==> src/rtl/inst_fifo_pkg.sv <==
// Shared CPU front-end definitions: queue depth and the fetch/decode entry format.
package cpu_defs;

  localparam int INST_FIFO_DEPTH = 16;

  typedef struct packed {
    logic [31:0] pc;
    logic [31:0] inst;
  } inst_entry_t;

endpackage

==> src/rtl/inst_fifo_if.sv <==
// Fetch/decode side bundle of the instruction queue: push lanes, pop count and head window.
interface inst_fifo_if
  import cpu_defs::*;
#(
  parameter int CNT_W = $clog2(INST_FIFO_DEPTH) + 1
);
  logic             flush;
  logic             push_en;
  logic             push_ok1;
  logic             push_ok2;
  logic [31:0]      push_pc;
  logic [31:0]      push_inst1;
  logic [31:0]      push_inst2;
  logic [1:0]       pop_cnt;
  logic             out_valid1;
  logic             out_valid2;
  logic [31:0]      out_inst1;
  logic [31:0]      out_inst2;
  logic [31:0]      out_pc1;
  logic [31:0]      out_pc2;
  logic             full;
  logic             empty;
  logic [CNT_W-1:0] count;

  modport master (
    output flush, push_en, push_ok1, push_ok2, push_pc, push_inst1, push_inst2, pop_cnt,
    input  out_valid1, out_valid2, out_inst1, out_inst2, out_pc1, out_pc2, full, empty, count
  );

  modport slave (
    input  flush, push_en, push_ok1, push_ok2, push_pc, push_inst1, push_inst2, pop_cnt,
    output out_valid1, out_valid2, out_inst1, out_inst2, out_pc1, out_pc2, full, empty, count
  );
endinterface

==> src/rtl/inst_fifo.sv <==
// Dual-issue instruction queue: up to two pushes and two pops per cycle, head window
// of two entries presented combinationally to decode.
module inst_fifo
  import cpu_defs::*;
#(
  parameter int DEPTH = INST_FIFO_DEPTH,
  parameter int CNT_W = $clog2(DEPTH) + 1
) (
  input logic       clk,
  input logic       resetn,
  inst_fifo_if.slave bus
);
  localparam int PTR_W = $clog2(DEPTH);

  logic [PTR_W-1:0] head, tail;
  logic [CNT_W-1:0] cnt;
  inst_entry_t      mem [DEPTH];

  logic             full_int;
  logic [1:0]       n_push;
  logic [1:0]       pop_req;
  logic [1:0]       n_pop;
  logic [PTR_W-1:0] head_p1;
  logic [PTR_W-1:0] tail_p1;
  inst_entry_t      rd1, rd2;

  assign full_int = cnt >= CNT_W'(DEPTH - 1);
  assign head_p1  = head + PTR_W'(1);
  assign tail_p1  = tail + PTR_W'(1);

  always_comb begin
    n_push = '0;
    if (bus.push_en && bus.push_ok1 && !full_int)
      n_push = bus.push_ok2 ? 2'd2 : 2'd1;
  end

  // Decode can retire at most two per cycle, and never more than are present.
  always_comb begin
    pop_req = (bus.pop_cnt == 2'd3) ? 2'd2 : bus.pop_cnt;
    n_pop   = pop_req;
    if (CNT_W'(pop_req) > cnt)
      n_pop = cnt[1:0];
  end

  always_ff @(posedge clk or negedge resetn) begin
    if (!resetn) begin
      head <= '0;
      tail <= '0;
      cnt  <= '0;
    end else if (bus.flush) begin
      head <= '0;
      tail <= '0;
      cnt  <= '0;
    end else begin
      head <= head + PTR_W'(n_pop);
      tail <= tail + PTR_W'(n_push);
      cnt  <= cnt + CNT_W'(n_push) - CNT_W'(n_pop);
    end
  end

  always_ff @(posedge clk) begin
    if (!bus.flush && n_push != 2'd0)
      mem[tail] <= '{pc: bus.push_pc, inst: bus.push_inst1};
    if (!bus.flush && n_push == 2'd2)
      mem[tail_p1] <= '{pc: bus.push_pc + 32'd4, inst: bus.push_inst2};
  end

  assign rd1 = mem[head];
  assign rd2 = mem[head_p1];

  assign bus.out_valid1 = cnt >= CNT_W'(1);
  assign bus.out_valid2 = cnt >= CNT_W'(2);
  assign bus.out_inst1  = bus.out_valid1 ? rd1.inst : '0;
  assign bus.out_pc1    = bus.out_valid1 ? rd1.pc   : '0;
  assign bus.out_inst2  = bus.out_valid2 ? rd2.inst : '0;
  assign bus.out_pc2    = bus.out_valid2 ? rd2.pc   : '0;
  assign bus.full       = full_int;
  assign bus.empty      = cnt == '0;
  assign bus.count      = cnt;
endmodule

==> src/flat_wrapper.sv <==
// flat-port wrapper written by rule: the top's interface ports become plain ports
module inst_fifo_flat import cpu_defs::*;
#(
  parameter int DEPTH = INST_FIFO_DEPTH,
  parameter int CNT_W = $clog2(DEPTH) + 1
)
  (clk, resetn, bus_flush, bus_push_en, bus_push_ok1, bus_push_ok2, bus_push_pc, bus_push_inst1, bus_push_inst2, bus_pop_cnt, bus_out_valid1, bus_out_valid2, bus_out_inst1, bus_out_inst2, bus_out_pc1, bus_out_pc2, bus_full, bus_empty, bus_count);
  inst_fifo_if #(.CNT_W(CNT_W)) bus_i ();
  input logic clk;
  input logic resetn;
  input wire logic [$bits(bus_i.flush)-1:0] bus_flush;
  input wire logic [$bits(bus_i.push_en)-1:0] bus_push_en;
  input wire logic [$bits(bus_i.push_ok1)-1:0] bus_push_ok1;
  input wire logic [$bits(bus_i.push_ok2)-1:0] bus_push_ok2;
  input wire logic [$bits(bus_i.push_pc)-1:0] bus_push_pc;
  input wire logic [$bits(bus_i.push_inst1)-1:0] bus_push_inst1;
  input wire logic [$bits(bus_i.push_inst2)-1:0] bus_push_inst2;
  input wire logic [$bits(bus_i.pop_cnt)-1:0] bus_pop_cnt;
  output wire logic [$bits(bus_i.out_valid1)-1:0] bus_out_valid1;
  output wire logic [$bits(bus_i.out_valid2)-1:0] bus_out_valid2;
  output wire logic [$bits(bus_i.out_inst1)-1:0] bus_out_inst1;
  output wire logic [$bits(bus_i.out_inst2)-1:0] bus_out_inst2;
  output wire logic [$bits(bus_i.out_pc1)-1:0] bus_out_pc1;
  output wire logic [$bits(bus_i.out_pc2)-1:0] bus_out_pc2;
  output wire logic [$bits(bus_i.full)-1:0] bus_full;
  output wire logic [$bits(bus_i.empty)-1:0] bus_empty;
  output wire logic [$bits(bus_i.count)-1:0] bus_count;
  assign bus_i.flush = bus_flush;
  assign bus_i.push_en = bus_push_en;
  assign bus_i.push_ok1 = bus_push_ok1;
  assign bus_i.push_ok2 = bus_push_ok2;
  assign bus_i.push_pc = bus_push_pc;
  assign bus_i.push_inst1 = bus_push_inst1;
  assign bus_i.push_inst2 = bus_push_inst2;
  assign bus_i.pop_cnt = bus_pop_cnt;
  assign bus_out_valid1 = bus_i.out_valid1;
  assign bus_out_valid2 = bus_i.out_valid2;
  assign bus_out_inst1 = bus_i.out_inst1;
  assign bus_out_inst2 = bus_i.out_inst2;
  assign bus_out_pc1 = bus_i.out_pc1;
  assign bus_out_pc2 = bus_i.out_pc2;
  assign bus_full = bus_i.full;
  assign bus_empty = bus_i.empty;
  assign bus_count = bus_i.count;
  inst_fifo #(.DEPTH(DEPTH), .CNT_W(CNT_W)) u_core (.clk(clk), .resetn(resetn), .bus(bus_i));
endmodule
==> config.mk <==
export PLATFORM = sky130hd
export DESIGN_NAME = inst_fifo_flat
export DESIGN_NICKNAME = d
export VERILOG_FILES = /design/src/rtl/inst_fifo_pkg.sv /design/src/rtl/inst_fifo_if.sv /design/src/rtl/inst_fifo.sv /design/src/flat_wrapper.sv
export SDC_FILE = /design/constraint.sdc
export NUM_CORES = 2
export LEC_CHECK = 0
export ABC_AREA = 0
export CAP_MARGIN = 15
export CORE_ASPECT_RATIO = 1.2
export CORE_MARGIN = 1
export CORE_UTILIZATION = 40
export CTS_CLUSTER_SIZE = 20
export DETAILED_ROUTE_END_ITERATION = 10
export GPL_ROUTABILITY_DRIVEN = 0
export PLACE_DENSITY = 0.55
export RECOVER_POWER = 50
export SYNTH_ARGS = -nofsm -noshare
export SYNTH_HDL_FRONTEND = slang
export SYNTH_SLANG_ARGS = --single-unit
==> constraint.sdc <==
create_clock -name clk -period 13.05 [get_ports clk]
set_clock_uncertainty 0.2 [all_clocks]
set_input_delay 1.305 -clock clk [delete_from_list [all_inputs] [get_ports clk]]
set_output_delay 1.305 -clock clk [all_outputs]
set_load 0.05 [all_outputs]
==> summary.md <==
| Metric | Value |
|---|---|
| Rel. slew slack | `-2.18` |
| Die Height | `430 um` |
| Fin crit share | `0.736` |
| Clk buf depth | `3` |
| Post-synth top flop | `edfxtp_1` |
| Failing checks | `capacitance limit, slew limit` |
| Pre-antenna DRT Iters | `6` |
| Die ar. | `154,000 um^2` |
| Routed WL | `230 mm` |
| Most frequent CP cell | `buf_4` |
| Synth Register Bits | `1,037` |
| Commonest non-fill, non-tap cell in the layout | `nand2_1` |
| Post-synth net total | `5,392` |
| Flop2flop setup slack | `4600 ps` |
| CP max FO | `58` |
| Num rows | `156` |
| Post-layout min period | `9600 ps` |
| First-pass GRT wire length | `322 mm` |
| Worst-Margin Slew | `4770 ps` |
| Post-Syn Instances | `5,266` |
| Multi-input logic area | `27,600 um^2` |
| Worst-Skew Late Latency | `770 ps` |
| EDFF count, synth | `1,024` |
| # IOs | `241` |
| Dpl hpwl | `128 mm` |
| Fin Setup TNS | `0 ps` |
| Synth warnings | `0` |
| Min-Delay Path Class | `register to register` |
| Num CTS Buffers | `112` |
| Post-CTS setup buffers | `0` |
| Nets | `5,326` |
| CTS H-tree depth | `3` |
| CTS Hold Buffers Added | `0` |
| Die Wd | `359 um` |
| Unrepaired setup endpoints after global routing | `false` |
| CTS sink cnt | `1,037` |
| Clock-pin slew on the worst setup and hold paths | `60 ps` |
| Commonest cells after routing, fill and taps aside | `nand2_1, edfxtp_1, mux4_2, xnor2_1, a22oi_1` |
| Critical path arrival | `8090 ps` |
| Slowest cell delay on critical path | `2650 ps` |
| Fmax | `104 MHz` |
| Root Driver | `clkbuf_16` |
| Pwr dens | `193 nW/um^2` |
| Worst Setup SP | `u_core.head[0]` |
| Total Routing Usage GR | `0.293` |
| Setup crit end | `bus_out_inst2[28]` |
| Area share of the largest cell type after synthesis | `0.503` |
| Asr flop ratio synth | `0.0125` |
| Initial Util | `0.405` |
| Detail Route Antenna Nets | `0` |
| DRC Markers | `0` |
| Leading area contributor after synthesis | `edfxtp_1` |
| Final slew viol count | `1,696` |
| Crit path buf inv count | `4` |
| Setup Viol. Count Final | `0` |
| P_leak | `0.0228 uW` |
| Final core utilization | `0.452` |
| Max-cap viol count | `59` |
| Element type at the critical path end | `output pin` |
| Vias in the first global route | `43.6k` |
| Avg Cell Area, Syn | `11.6 um^2` |
| Peak VDD IR | `0.214 mV` |
| Status | `complete, but fails checks` |
| Crit path max-delay family | `buffers and inverters` |
| Largest net degree at the start of global routing | `150` |
| Vias per inst | `6.11` |
| Total power | `13,200 uW` |
| RR Startpoint | `u_core.bus.count[4]` |
| Critical Path, Cell by Cell | `buf_4 > clkbuf_1 > buf_4 > mux4_2 > a22oi_1 > a21oi_1 > clkdlybuf4s50_1` |
| Drt wl/cell | `31.6 um` |
| Via count | `44.5k` |
| Startpoint Class | `register` |
| Port Buf Inserts | `240` |
| Post-Syn Area | `61,100 um^2` |
| Core area | `151,000 um^2` |
| Initial antenna violation count | `13` |
| Required time worst endpoint | `11,550 ps` |
| CP Depth | `7` |
| Sequential cell area | `31,100 um^2` |
| CTS tree | `done` |
| R2R Path End | `u_core.mem[3][62]` |
| P&R area growth vs syn | `11.8%` |
| Fill cells | `13.6k` |
| Worst path slowest cell | `clkbuf_1` |
| Register area share after synthesis | `0.508` |
| Initial DRC Count | `5,754` |
| Hold Violations, Final | `0` |
| Share of post-route cells with drive strength above 1 | `0.151` |
| GRT overflow | `0` |
| CP Class | `register to output pin` |
| FF-to-FF path depth | `8` |
| Resized Gates After CTS | `0` |
| Synth area leaders | `edfxtp_1, mux4_2, nand2_1` |
| Post-synthesis cell type count | `49` |
[cells in the mapped netlist (2+ instances only)]
master       n
nand2_1   1933
edfxtp_1  1024
mux4_2     512
xnor2_1    365
clkbuf_1   349
a22oi_1    258
a21oi_1    137
nor2_1     134
buf_1      114
buf_2       92
xor2_1      90
o21ai_0     34
nand4_1     29
nand3_1     27
ha_1        18
inv_1       17
nor4_4      15
dfrtp_1     13
nor2b_1     12
nand2b_1    10
nor3_1      10
buf_4        7
and3_1       6
nor3_2       6
and2_1       5
or4_1        5
fa_1         4
nor4_2       4
or2_2        4
clkbuf_2     3
or3_1        3
a21o_1       2
buf_6        2
inv_2        2
mux2i_1      2
nand3_2      2
nor4_1       2
o21a_1       2
o22ai_1      2
[kinds of logic after synthesis]
kind of cell,Yosys count,synth area share
multiplexers,514,0.189
AO/OA/AOI/OAI,441,0.0477
flip-flops,1037,0.508
AND/OR/NAND/NOR,2211,0.146
buffers and inverters,586,0.0386
XOR/XNOR,455,0.0652
adder cells (fa/ha/maj),22,0.00499
[metal layers]
metal	global-route usage	vias to the layer above	share of wire
met5	0	-	0.00060
met1	0.368	22435	0.37
met2	0.493	2685	0.48
met3	0.0503	622	0.096
met4	0.139	20	0.054
li1	-	18713	-
[through the flow]
stage	hold slack, ps	cell area, um^2	instances	setup WS (ps)
floorplan	358	61100	5266	5350
global placement	405	65200	7057	6250
detailed placement	415	65200	7058	6200
CTS	424	68900	7268	5400
global route	466	68300	7273	2910
finish	423	68300	7278	3450
[state kept, by name (all words and copies together) (netlist names)]
signal            count
u_core.head           4
u_core.mem         1024
u_core.tail           4
u_core.bus.count      5
[power breakdown]
group | switching (uW) | internal (uW) | leakage (uW)
sequential | 69.7 | 3700 | 0.00938
clock | 1420 | 1890 | 0.00181
combinational | 3810 | 2280 | 0.0116
[tightest hold or removal path: stages (launching register included)]
cell and delay, ps:
dfrtp_1 420, xnor2_1 130, nor2_1 40
[worst min-delay path by stage]
stage,start,slack (ps),depth (start not counted),end
finish,u_core.tail[3],420,2,u_core.tail[3]
global route,u_core.tail[3],470,2,u_core.tail[3]
CTS,u_core.tail[3],420,2,u_core.tail[3]
detailed placement,u_core.tail[3],410,2,u_core.tail[3]
global placement,u_core.tail[3],410,2,u_core.tail[3]
floorplan,u_core.tail[3],360,2,u_core.tail[3]
[cell type report]
class,count,share of cell area
Clock inverter,76,0.0115
Sequential cell,1037,0.455
Timing Repair Buffer,387,0.0492
Tap cell,1975,0.0362
Antenna cell,7,0.000256
Clock buffer,134,0.0427
Inverter,19,0.00104
Multi-Input combinational cell,3643,0.404
Power figures use the tool's default switching activity.
